`src/rtl/gol_window_gen.sv`:
```
// Game of Life window generator: turns a raster stream of cells into per-cell
// 3x3 neighbourhoods (a..h plus centre) using a 2*WIDTH+3 cell shift history.
module gol_window_gen #(
    parameter int WIDTH  = 8,
    parameter int HEIGHT = 8
) (
    input  logic clk,
    input  logic rst_n,
    input  logic in_valid,
    output logic in_ready,
    input  logic in_cell,
    output logic out_valid,
    input  logic out_ready,
    output logic out_a,
    output logic out_b,
    output logic out_c,
    output logic out_d,
    output logic out_e,
    output logic out_f,
    output logic out_g,
    output logic out_h,
    output logic out_centre,
    output logic out_last
);

    localparam int HL     = 2 * WIDTH + 3;
    localparam int NCELLS = WIDTH * HEIGHT;
    localparam int IW     = $clog2(NCELLS);
    localparam int CW     = $clog2(WIDTH);
    localparam int RW     = $clog2(HEIGHT);

    localparam logic [IW-1:0] FILL_LAST = IW'(WIDTH + 1);
    localparam logic [IW-1:0] IN_LAST   = IW'(NCELLS - 1);
    localparam logic [CW-1:0] COL_LAST  = CW'(WIDTH - 1);
    localparam logic [RW-1:0] ROW_LAST  = RW'(HEIGHT - 1);

    typedef enum logic [1:0] {
        ST_FILL  = 2'd0,
        ST_RUN   = 2'd1,
        ST_FLUSH = 2'd2
    } state_t;

    state_t          state_r;
    state_t          state_s;
    logic            rst_done_r;
    logic [HL-1:0]   hist_r;
    logic [HL-1:0]   hist_next_s;
    logic [IW-1:0]   in_idx_r;
    logic [CW-1:0]   ld_col_r;
    logic [RW-1:0]   ld_row_r;
    logic            out_valid_r;
    logic            out_last_r;
    logic [8:0]      win_r;
    logic [8:0]      win_s;

    logic            in_ready_s;
    logic            accept_s;
    logic            slot_free_s;
    logic            load_s;
    logic            shift_s;
    logic            shift_bit_s;
    logic            frame_done_s;
    logic            at_last_s;

    // With cell k newest at h[0], cell k-j sits at h[j]; k is (r+1)*WIDTH+c+1.
    // Returns {a,b,c,d,e,f,g,h,centre} with off-grid neighbours forced dead.
    function automatic logic [8:0] pick_window(input logic [HL-1:0] h,
                                               input logic [RW-1:0] row,
                                               input logic [CW-1:0] col);
        logic top, bot, lft, rgt;
        top = (row == {RW{1'b0}});
        bot = (row == ROW_LAST);
        lft = (col == {CW{1'b0}});
        rgt = (col == COL_LAST);
        pick_window = {
            h[2*WIDTH+2] & ~top & ~lft,
            h[2*WIDTH+1] & ~top,
            h[2*WIDTH]   & ~top & ~rgt,
            h[WIDTH+2]   & ~lft,
            h[WIDTH]     & ~rgt,
            h[2]         & ~bot & ~lft,
            h[1]         & ~bot,
            h[0]         & ~bot & ~rgt,
            h[WIDTH+1]
        };
    endfunction

    // State register and post-reset enable for in_ready.
    always_ff @(posedge clk or negedge rst_n) begin
        if (!rst_n) begin
            state_r    <= ST_FILL;
            rst_done_r <= 1'b0;
        end else begin
            state_r    <= state_s;
            rst_done_r <= 1'b1;
        end
    end

    // Next-state logic.
    always_comb begin
        state_s = state_r;
        case (state_r)
            ST_FILL: begin
                if (load_s) begin
                    state_s = (in_idx_r == IN_LAST) ? ST_FLUSH : ST_RUN;
                end else begin
                    state_s = ST_FILL;
                end
            end
            ST_RUN: begin
                if (accept_s && (in_idx_r == IN_LAST)) begin
                    state_s = ST_FLUSH;
                end else begin
                    state_s = ST_RUN;
                end
            end
            ST_FLUSH: begin
                if (frame_done_s) begin
                    state_s = ST_FILL;
                end else begin
                    state_s = ST_FLUSH;
                end
            end
            default: state_s = ST_FILL;
        endcase
    end

    // Per-state handshake and history/window control strobes.
    always_comb begin
        slot_free_s  = !out_valid_r || out_ready;
        in_ready_s   = 1'b0;
        shift_s      = 1'b0;
        shift_bit_s  = 1'b0;
        load_s       = 1'b0;
        frame_done_s = 1'b0;
        accept_s     = 1'b0;
        case (state_r)
            ST_FILL: begin
                in_ready_s  = rst_done_r;
                accept_s    = in_valid && in_ready_s;
                shift_s     = accept_s;
                shift_bit_s = in_cell;
                load_s      = accept_s && (in_idx_r == FILL_LAST);
            end
            ST_RUN: begin
                in_ready_s  = rst_done_r && slot_free_s;
                accept_s    = in_valid && in_ready_s;
                shift_s     = accept_s;
                shift_bit_s = in_cell;
                load_s      = accept_s;
            end
            ST_FLUSH: begin
                // Trailing windows are pushed out by shifting dead cells in.
                frame_done_s = out_valid_r && out_ready && out_last_r;
                load_s       = slot_free_s && !frame_done_s;
                shift_s      = load_s;
                shift_bit_s  = 1'b0;
            end
            default: begin
                in_ready_s = 1'b0;
            end
        endcase
    end

    // Window is taken from the history as it will be after this cycle's shift.
    always_comb begin
        if (shift_s) begin
            hist_next_s = {hist_r[HL-2:0], shift_bit_s};
        end else begin
            hist_next_s = hist_r;
        end
        win_s     = pick_window(hist_next_s, ld_row_r, ld_col_r);
        at_last_s = (ld_row_r == ROW_LAST) && (ld_col_r == COL_LAST);
    end

    // History, input index and load-position counters.
    always_ff @(posedge clk or negedge rst_n) begin
        if (!rst_n) begin
            hist_r   <= {HL{1'b0}};
            in_idx_r <= {IW{1'b0}};
            ld_col_r <= {CW{1'b0}};
            ld_row_r <= {RW{1'b0}};
        end else begin
            hist_r <= hist_next_s;
            if (frame_done_s) begin
                in_idx_r <= {IW{1'b0}};
            end else if (accept_s) begin
                in_idx_r <= (in_idx_r == IN_LAST) ? {IW{1'b0}} : in_idx_r + IW'(1);
            end
            if (frame_done_s) begin
                ld_col_r <= {CW{1'b0}};
                ld_row_r <= {RW{1'b0}};
            end else if (load_s) begin
                if (ld_col_r == COL_LAST) begin
                    ld_col_r <= {CW{1'b0}};
                    ld_row_r <= (ld_row_r == ROW_LAST) ? {RW{1'b0}} : ld_row_r + RW'(1);
                end else begin
                    ld_col_r <= ld_col_r + CW'(1);
                end
            end
        end
    end

    // Registered output window; held while the consumer stalls.
    always_ff @(posedge clk or negedge rst_n) begin
        if (!rst_n) begin
            out_valid_r <= 1'b0;
            out_last_r  <= 1'b0;
            win_r       <= 9'd0;
        end else begin
            if (load_s) begin
                out_valid_r <= 1'b1;
                out_last_r  <= at_last_s;
                win_r       <= win_s;
            end else if (out_valid_r && out_ready) begin
                out_valid_r <= 1'b0;
                out_last_r  <= 1'b0;
            end
        end
    end

    assign in_ready   = in_ready_s;
    assign out_valid  = out_valid_r;
    assign out_last   = out_last_r;
    assign {out_a, out_b, out_c, out_d, out_e, out_f, out_g, out_h, out_centre} = win_r;

endmodule
```
`config.mk`:
```
export PLATFORM = sky130hd
export DESIGN_NAME = gol_window_gen
export DESIGN_NICKNAME = d
export VERILOG_FILES = /design/src/rtl/gol_window_gen.sv
export SDC_FILE = /design/constraint.sdc
export NUM_CORES = 1
export LEC_CHECK = 0
export ABC_AREA = 1
export CAP_MARGIN = 15
export CORE_ASPECT_RATIO = 2
export CORE_MARGIN = 10
export CORE_UTILIZATION = 57
export CTS_BUF_LIST = sky130_fd_sc_hd__clkbuf_16
export CTS_CLUSTER_DIAMETER = 150
export DETAILED_ROUTE_END_ITERATION = 6
export PLACE_DENSITY = 0.86
export SYNTH_ARGS = -nofsm -noshare
export SYNTH_HDL_FRONTEND = slang
export SYNTH_SLANG_ARGS = --single-unit
```
`constraint.sdc`:
```
create_clock -name clk -period 1.53 [get_ports clk]
set_input_delay 0.153 -clock clk [delete_from_list [all_inputs] [get_ports clk]]
set_output_delay 0.153 -clock clk [all_outputs]
set_load 0.05 [all_outputs]
```
Yosys cells after proc, flatten, opt, wreduce, memory -nomap -nowiden
Index checks and enable logic that the tools add are counted.
{"block": "op_classes", "add_sub_neg": 3, "n_bitwise": 16, "reduce_logical": 21, "eq_ne": 6, "n_mux": 25}
{"op": "two-way mux 3 bit", "count": 7}
{"op": "two-way mux 19 bit", "count": 1}
{"op": "two-way mux 6 bit", "count": 3}
{"op": "bitwise AND 1 bit", "count": 12}
{"op": "logical AND 1 bit", "count": 9}
{"op": "two-way mux 2 bit", "count": 4}
{"op": "nonzero test 2 bit", "count": 4}
{"op": "adder 3 x 1 -> 3 bit (second input constant)", "count": 2}
{"op": "adder 6 x 1 -> 6 bit (second input constant)", "count": 1}
{"op": "== test 3 bit (second input constant)", "count": 2}
{"op": "== test 6 x 4 -> 1 bit (second input constant)", "count": 1}
{"op": "== test 6 bit (second input constant)", "count": 1}
{"op": "zero test 3 bit", "count": 2}
{"op": "case mux 1 bit (3 select lines)", "count": 2}
{"op": "case mux 2 bit (3 select lines)", "count": 1}
{"op": "two-way mux 1 bit", "count": 5}
{"op": "inverter 1 bit", "count": 4}
{"op": "case mux 1 bit (2 select lines)", "count": 2}
{"op": "== test 2 x 1 -> 1 bit (second input constant)", "count": 1}
{"op": "== test 2 bit (second input constant)", "count": 1}
{"op": "zero test 1 bit", "count": 2}
{"op": "zero test 2 bit", "count": 1}
{"op": "AND reduction 2 bit", "count": 1}
{"op": "OR reduction 2 bit", "count": 1}
{"op": "logical OR 1 bit", "count": 1}
{"block": "totals", "input_bits": 5, "wordCells": 81, "out_inout_bits": 12, "regBits": 45}

Longest topological paths before layout
Gate-level depths: netlist of the first run.
{"block": "depth", "ltp_word": 8, "ltp_mapped": 11, "ltp_nobuf": 10}

Least setup slack after synthesis of the first run
Ideal clock, no wire load.
{"block": "synth_timing", "path_kind": "register -> register", "start": "reg out_valid_r, in the netlist out_valid", "end": "reg hist_r[11]", "setup_ns": 0.120, "required_ns": 1.410, "arrival_ns": 1.502, "path_slack_ns": -0.092, "stages_incl_launch_ff": 8, "path_cell_list": "dfrtp_1 nand2_1 nand3_2 nand3_2 buf_6 buf_6 nor2_1 a21oi_2"}
{"block": "synth_via", "elab_chain_len": 5}
{"item": "from (decl)", "line_no": "51", "text": "logic out_valid_r;"}
{"item": "from (signal assigned)", "line_no": "207", "text": "out_valid_r <= 1'b0;"}
{"item": "from (signal assigned)", "line_no": "212", "text": "out_valid_r <= 1'b1;"}
{"item": "from (signal assigned)", "line_no": "216", "text": "out_valid_r <= 1'b0;"}
{"item": "logical AND 1 bit or zero test 1 bit (tied branches)", "line_no": "154, 130"}
{"item": "logical AND 1 bit or logical OR 1 bit (tied branches)", "line_no": "154, 130"}
{"item": "zero test 1 bit or logical AND 1 bit (tied branches)", "line_no": "155, 146"}
{"item": "logical AND 1 bit, on equally long branches", "line_no": "155, 147"}
{"item": "case mux 1 bit (3 select lines) *", "line_no": "137", "text": "case (state_r)"}
{"item": "to (signal assigned)", "line_no": "179", "text": "hist_r <= {HL{1'b0}};"}
{"item": "to (signal assigned)", "line_no": "184", "text": "hist_r <= hist_next_s;"}
{"item": "to (decl)", "line_no": "46", "text": "logic [HL-1:0] hist_r;"}
Every way passes the cells marked *; elsewhere a longest branch is shown, timed or not.
A chain may end at the register's enable or synchronous reset.

Worst setup path after layout of the first run
{"block": "layout_timing", "start": "reg out_valid_r, in the netlist out_valid", "end": "out in_ready"}
{"block": "layout_via", "elab_chain_len": 4}
{"item": "zero test 1 bit", "line_no": "130", "text": "slot_free_s = !out_valid_r || out_ready;"}
{"item": "logical OR 1 bit", "line_no": "130"}
{"item": "logical AND 1 bit", "line_no": "146", "text": "in_ready_s = rst_done_r && slot_free_s;"}
{"item": "case mux 1 bit (2 select lines)", "line_no": "137"}
{"item": "to (decl)", "line_no": "10", "text": "output logic in_ready,"}
No other way between the ends.

==> results of run 1 <==
==> routing by layer <==
layer	share of wire	global-route usage	up-vias
met1	0.34	0.122	870
met5	0	0	-
met2	0.57	0.273	44
li1	-	-	858
met4	0.042	0.0865	0
met3	0.046	0.0417	18
==> final timing paths <==
| path | from | endpoint |
|---|---|---|
| worst min-delay path | rst_n | rst_done_r$_DFF_PN0_ |
| worst max-delay path | out_valid$_DFFE_PN0P_ | in_ready |
| max in group asynchronous | rst_n | out_last$_DFFE_PN0P_ |
| worst max register to register | in_idx_r[1]$_DFFE_PN0P_ | win_r[3]$_DFFE_PN0P_ |
| min in group clk | win_r[3]$_DFFE_PN0P_ | win_r[3]$_DFFE_PN0P_ |
| worst min register to register | win_r[3]$_DFFE_PN0P_ | win_r[3]$_DFFE_PN0P_ |
==> tightest hold or removal path: cells and delay by family <==
kind | cells | cell delay, ns
buffers and inverters | 3 | 0.90
==> Yosys cell counts <==
cell type,count,area [um2]
nor2_1,20,75.1
buf_6,3,33.8
a21oi_2,6,52.6
a21oi_1,1,5.00
o22ai_1,2,12.5
o21ai_0,6,30.0
nand3_2,4,40.0
nor2_2,1,6.26
dfrtp_1,45,1130
inv_1,36,135
nand2_1,69,259
ha_1,8,100
buf_4,2,15.0
nand4_1,6,37.5
o211a_1,1,10.0
inv_2,2,7.51
o21ai_1,4,20.0
nor3_1,2,10.0
o21ai_2,9,78.8
buf_2,2,10.0
nand3_1,13,65.1
xor2_1,3,26.3
conb_1,1,3.75
==> state kept, by name, summed over array words and instances, names as in the netlist <==
signal / cells
win_r: 9
ld_col_r: 3
out_last: 1
ld_row_r: 3
rst_done_r: 1
out_valid: 1
hist_r: 19
state_r: 2
in_idx_r: 6
==> report_power, final <==
group,switching [mW],total (mW),internal (mW)
clock network,0.457,1.40,0.941
registers,0.290,1.93,1.64
logic,1.22,2.01,0.795
total,1.97,5.34,3.37
==> per-stage QoR <==
step	setup TNS [ns]	util	setup WS, ns
global route	-0.115	0.786	-0.0478
CTS	0	0.746	0.00274
finish	0	0.786	0.0375
floorplan	0	-	0.0898
detailed placement	-2.32	0.686	-0.160
global placement	-1.70	0.686	-0.120
==> repair_timing <==
item                                    4_1_cts  5_1_grt
pin swaps                                     0        6
gates resized for setup                       2       22
cloned                                        0        1
setup buffers                                 1        5
hold buffers                                  1        0
endpoints found under the setup margin        2       28
endpoints found under the hold margin        45        0
==> cell families after synthesis <==
logic type | Yosys count | synth area share
AND/OR/NAND/NOR | 115 | 0.228
buffers and inverters | 45 | 0.0933
flip-flops | 45 | 0.521
AO/OA/AOI/OAI | 29 | 0.0968
adder cells (fa/ha/maj) | 8 | 0.0464
XOR/XNOR | 3 | 0.0122
other | 1 | 0.00174
==> cell type report <==
class	instances	area, um2
fill	236	779
tap	49	61.3
clock buffer	5	125
sequential	45	1130
inverter	38	145
multi-input combinational	156	911
timing repair buffer	47	427
clock inverter	3	68.8
==> results.sh, run 1 <==
export IMPL_status="finished clean"
export IMPL_reg2reg_slack_ns=0.04
export IMPL_p_leak_nw=1.51
export IMPL_chipHeight_um=107
export IMPL_netlist_area_um2=2160
export IMPL_start_util=0.592
export IMPL_r2r_cells=11
export IMPL_power_density_nw_per_um2=1860
export IMPL_synth_seq_area_share=0.521
export IMPL_clkTransAtPathRegs_ns=0.06
export IMPL_hold_class="in -> async"
export IMPL_drc=0
export IMPL_timing_final_crit_share=0.975
export IMPL_antenna_found_initial=0
export IMPL_via_per_inst=5.22
export IMPL_final_net_count=306
export IMPL_setup_violations=0
export IMPL_placed_area_um2=2500
export IMPL_cp_required_ns=1.38
export IMPL_postSynthAreaPerCell_um2=8.78
export IMPL_drt_total_wl_um=5180
export IMPL_syn_num_nets=259
export IMPL_h_tree_depth=2
export IMPL_portBuffers=16
export IMPL_clock_fmax_mhz=670
export IMPL_arrival_ns=1.34
export IMPL_yosys_register_bits=45
export IMPL_clockRootBuffer="clkbuf_16"
export IMPL_crit_buf_inv=2
export IMPL_final_common_cell="nand2_1"
export IMPL_place_gp_congestion=0.840
export IMPL_final_cell_mix="nand2_1 (65), dfrtp_1 (43), buf_4 (35), inv_1 (34), nor2_1 (16)"
export IMPL_ios=17
export IMPL_crit_family="flip-flops"
export IMPL_dp_cells=327
export IMPL_grt_ovfl_total=0
export IMPL_dp_hpwl_um=3350
export IMPL_grt_pass1_vias=1785
export IMPL_maxCapViolations=0
export IMPL_critical_path_slowest_cell="dfrtp_2"
export IMPL_synth_cells=246
export IMPL_critPathMaxStageDelay_ns=0.40
export IMPL_crit_fanout=3
export IMPL_firstDrtPassIters=4
export IMPL_rsz0062_at_grt="yes"
export IMPL_drt_wirelength_per_cell_um=15.1
export IMPL_cp_end_kind="output port"
export IMPL_clock_skew_ns=0.00401
export IMPL_slew_viol_final=0
export IMPL_coreArea_um2=3650
export IMPL_cts_sinks=45
export IMPL_numCtsBuffers=5
export IMPL_die_area_um2=6800
export IMPL_clock_latency_ns=0.29
export IMPL_syn2layout_area_growth_pct=32.7
export IMPL_power_mw=5.34
export IMPL_cts_tree="built"
export IMPL_vias=1790
export IMPL_drive_above_1_share=0.306
export IMPL_yosysUniqueCellTypes=23
export IMPL_antenna_diode_count=0
export IMPL_cp_start_kind="register"
export IMPL_drt_iter0_drc=54
export IMPL_hold_violations=0
export IMPL_grt_max_degree=46
export IMPL_groute_usage_overall=0.142
export IMPL_grt_pass1_wl_um=7670
export IMPL_period_minus_slack_ns=1.49
export IMPL_cp_depth=4
export IMPL_yosysWarningCount=0
export IMPL_clockBufferDepth=2
export IMPL_rows=31
export IMPL_die_width_um=63.5
export IMPL_postLayoutCellArea_um2=2870
export IMPL_crit_type="reg -> out"
export IMPL_ir_worst_vdd_mv=1.25
export IMPL_ant_nets=0
export IMPL_stdcell_count=343
export IMPL_cp_cell_sequence="nand2_2, buf_4, o211a_1, buf_12"
export IMPL_holdWs_ns=0.394
Power figures use the tool's default switching activity.
==> run 2: changes to the inputs <==
--- a/config.mk
+++ b/config.mk
@@ -8,10 +8,9 @@
 export ABC_AREA = 1
 export CAP_MARGIN = 15
 export CORE_ASPECT_RATIO = 2
-export CORE_MARGIN = 10
+export CORE_MARGIN = 2
 export CORE_UTILIZATION = 57
 export CTS_BUF_LIST = sky130_fd_sc_hd__clkbuf_16
-export CTS_CLUSTER_DIAMETER = 150
 export DETAILED_ROUTE_END_ITERATION = 6
 export PLACE_DENSITY = 0.86
 export SYNTH_ARGS = -nofsm -noshare
==> run 2 against run 1 <==
  * The run now ends with setup timing left
  * Setup slack worse by 0.13 ns
  * Non-clock buffer count down 1
  * Power down 7.4%
  * Critical path depth up 7
  * Via count up 1.8%
  * First-iteration DRC count up 11%
  * Final cell count down 0.29%
  * Worst hold slack worse by 0.076 ns
  * Flip-flop and latch count unchanged
  * Critical path type is now reg -> reg
  * Critical endpoint is now win_r[6]$_DFFE_PN0P_
==> results.sh, run 2 (synthesis results as in run 1) <==
export IMPL_portBuffers=16
export IMPL_drt_wirelength_per_cell_um=15.3
export IMPL_crit_fanout=5
export IMPL_power_density_nw_per_um2=1770
export IMPL_rows=31
export IMPL_reg2reg_slack_ns=-0.09
export IMPL_die_area_um2=4330
export IMPL_arrival_ns=1.84
export IMPL_top_register="hist_r"
export IMPL_clock_skew_ns=0.00519
export IMPL_critPathMaxStageDelay_ns=0.41
export IMPL_numCtsBuffers=5
export IMPL_drive_above_1_share=0.294
export IMPL_cp_end_kind="register"
export IMPL_stdcell_count=342
export IMPL_rr_startpoint="in_idx_r[1]$_DFFE_PN0P_"
export IMPL_cts_sinks=45
export IMPL_firstDrtPassIters=4
export IMPL_cp_start_kind="register"
export IMPL_hold_class="in -> async"
export IMPL_vias=1823
export IMPL_final_net_count=305
export IMPL_grt_pass1_vias=1750
export IMPL_syn2layout_area_growth_pct=29.2
export IMPL_place_ws_ns=-0.142
export IMPL_start_util=0.599
export IMPL_hold_violations=0
export IMPL_cp_required_ns=1.75
export IMPL_chipHeight_um=91.1
export IMPL_n_fill_cell=235
export IMPL_grt_max_degree=19
export IMPL_timing_final_crit_share=1.06
export IMPL_p_leak_nw=1.46
export IMPL_groute_usage_overall=0.242
export IMPL_period_minus_slack_ns=1.62
export IMPL_coreArea_um2=3610
export IMPL_drt_total_wl_um=5250
export IMPL_violations="setup timing"
export IMPL_reg2reg_to="win_r[6]$_DFFE_PN0P_"
export IMPL_antenna_diode_count=0
export IMPL_r2r_cells=11
export IMPL_h_tree_depth=2
export IMPL_rsz0062_at_grt="yes"
export IMPL_final_cell_mix="nand2_1 (65), dfrtp_1 (43), buf_4 (36), inv_1 (33), nor2_1 (16)"
export IMPL_crit_type="reg -> reg"
export IMPL_ios=17
export IMPL_slew_viol_final=0
export IMPL_cts_tree="built"
export IMPL_final_common_cell="nand2_1"
export IMPL_place_gp_congestion=0.898
export IMPL_clockBufferDepth=2
export IMPL_grt_pass1_wl_um=7540
export IMPL_postLayoutCoreUtil=0.774
export IMPL_maxCapViolations=0
export IMPL_dp_cells=325
export IMPL_cp_startpoint="in_idx_r[1]$_DFFE_PN0P_"
export IMPL_clkTransAtPathRegs_ns=0.06
export IMPL_drc=0
export IMPL_setup_slack_ns=-0.0902
export IMPL_cp_endpoint="win_r[6]$_DFFE_PN0P_"
export IMPL_clockRootBuffer="clkbuf_16"
export IMPL_status="finished, violations left"
export IMPL_ir_worst_vdd_mv=1.25
export IMPL_grt_ovfl_total=0
export IMPL_drt_iter0_drc=60
export IMPL_critical_path_slowest_cell="dfrtp_1"
export IMPL_antenna_found_initial=0
export IMPL_ant_nets=0
export IMPL_top_regs="hist_r: 19 flops, win_r: 9 flops, in_idx_r: 6 flops"
export IMPL_via_per_inst=5.33
export IMPL_clock_fmax_mhz=617
export IMPL_die_width_um=47.5
export IMPL_dp_hpwl_um=3240
export IMPL_cp_cell_sequence="inv_2, ha_4, nand3_2, nor2_2, nand2_2, nand3_4, buf_12, nand2_2, nor2_1, nand2_1, nand2_1"
export IMPL_clock_latency_ns=0.28
export IMPL_largest_reg_flops=19
export IMPL_setup_violations=4
## run 2: cell types whose count changed in the layout (fill, tap and decap cells not counted), moves of 2 or more
cell	change
buf_6	-3
inv_2	+2
clkinv_1	+2
bufinv_16	-2
## run 2: metrics by stage
stage	cell area [um2]	total power, mW	setup TNS [ns]	hold slack, ns
finish	2790	4.94	-0.156	0.318
global route	2790	5.24	-0.972	0.385
CTS	2650	4.74	0	0.337
detailed placement	2500	3.68	-2.12	0.0939
global placement	2500	3.62	-1.62	0.0957
floorplan	2160	3.13	0	-0.143
## run 2: power breakdown
part	internal (mW)	switching (mW)	total, mW	leakage, nW
registers	1.64	0.307	1.95	0.568
clock network	0.590	0.428	1.02	0.0687
logic	0.768	1.21	1.98	0.825
total	3.00	1.95	4.94	1.46
## run 2: final cells by class
cell class              instances  area, um2  area share
inverters                      38        143      0.0511
flip-flops and latches         45       1130       0.404
multi-input cells             156        900       0.322
well taps                      49       61.3      0.0220
clock inverters                 3       12.5     0.00448
repair buffers                 46        420       0.151
clock buffers                   5        125      0.0448
## run 2: critical path: cells and delay by family (launching register included)
| kind | cells | cell delay [ns] |
|---|---|---|
| flops | 1 | 0.41 |
| simple gates | 8 | 0.80 |
| buf+inv | 2 | 0.22 |
| fa+ha+maj | 1 | 0.12 |
## run 2: worst min-delay path by stage
stage	from	end	slack, ns	cells after the start
2_1_floorplan	rst_n	hist_r[0]$_DFF_PN0_	-0.14	0
3_3_place_gp	rst_n	hist_r[4]$_DFFE_PN0P_	0.1	1
3_5_place_dp	rst_n	hist_r[4]$_DFFE_PN0P_	0.09	1
4_1_cts	rst_n	rst_done_r$_DFF_PN0_	0.34	2
5_1_grt	rst_n	hist_r[3]$_DFFE_PN0P_	0.39	2
6_report	rst_n	hist_r[3]$_DFFE_PN0P_	0.32	2
## run 2: timing repair
item / CTS / global route
buffers inserted: 0 / 7
resized for setup: 1 / 18
pin swaps: 0 / 5
hold buffers: 1 / 0
hold endpoints to repair: 16 / 0
gates cloned: 0 / 1
endpoints found under the setup margin: 12 / 21
## run 2: routing by layer
layer  up-vias  wire length (um)  track usage
li1        856                 -            -
met1       872              1780        0.241
met2        68              2950        0.427
met3        27               222       0.0616
met4         0               300        0.111
met5         -                 0            0
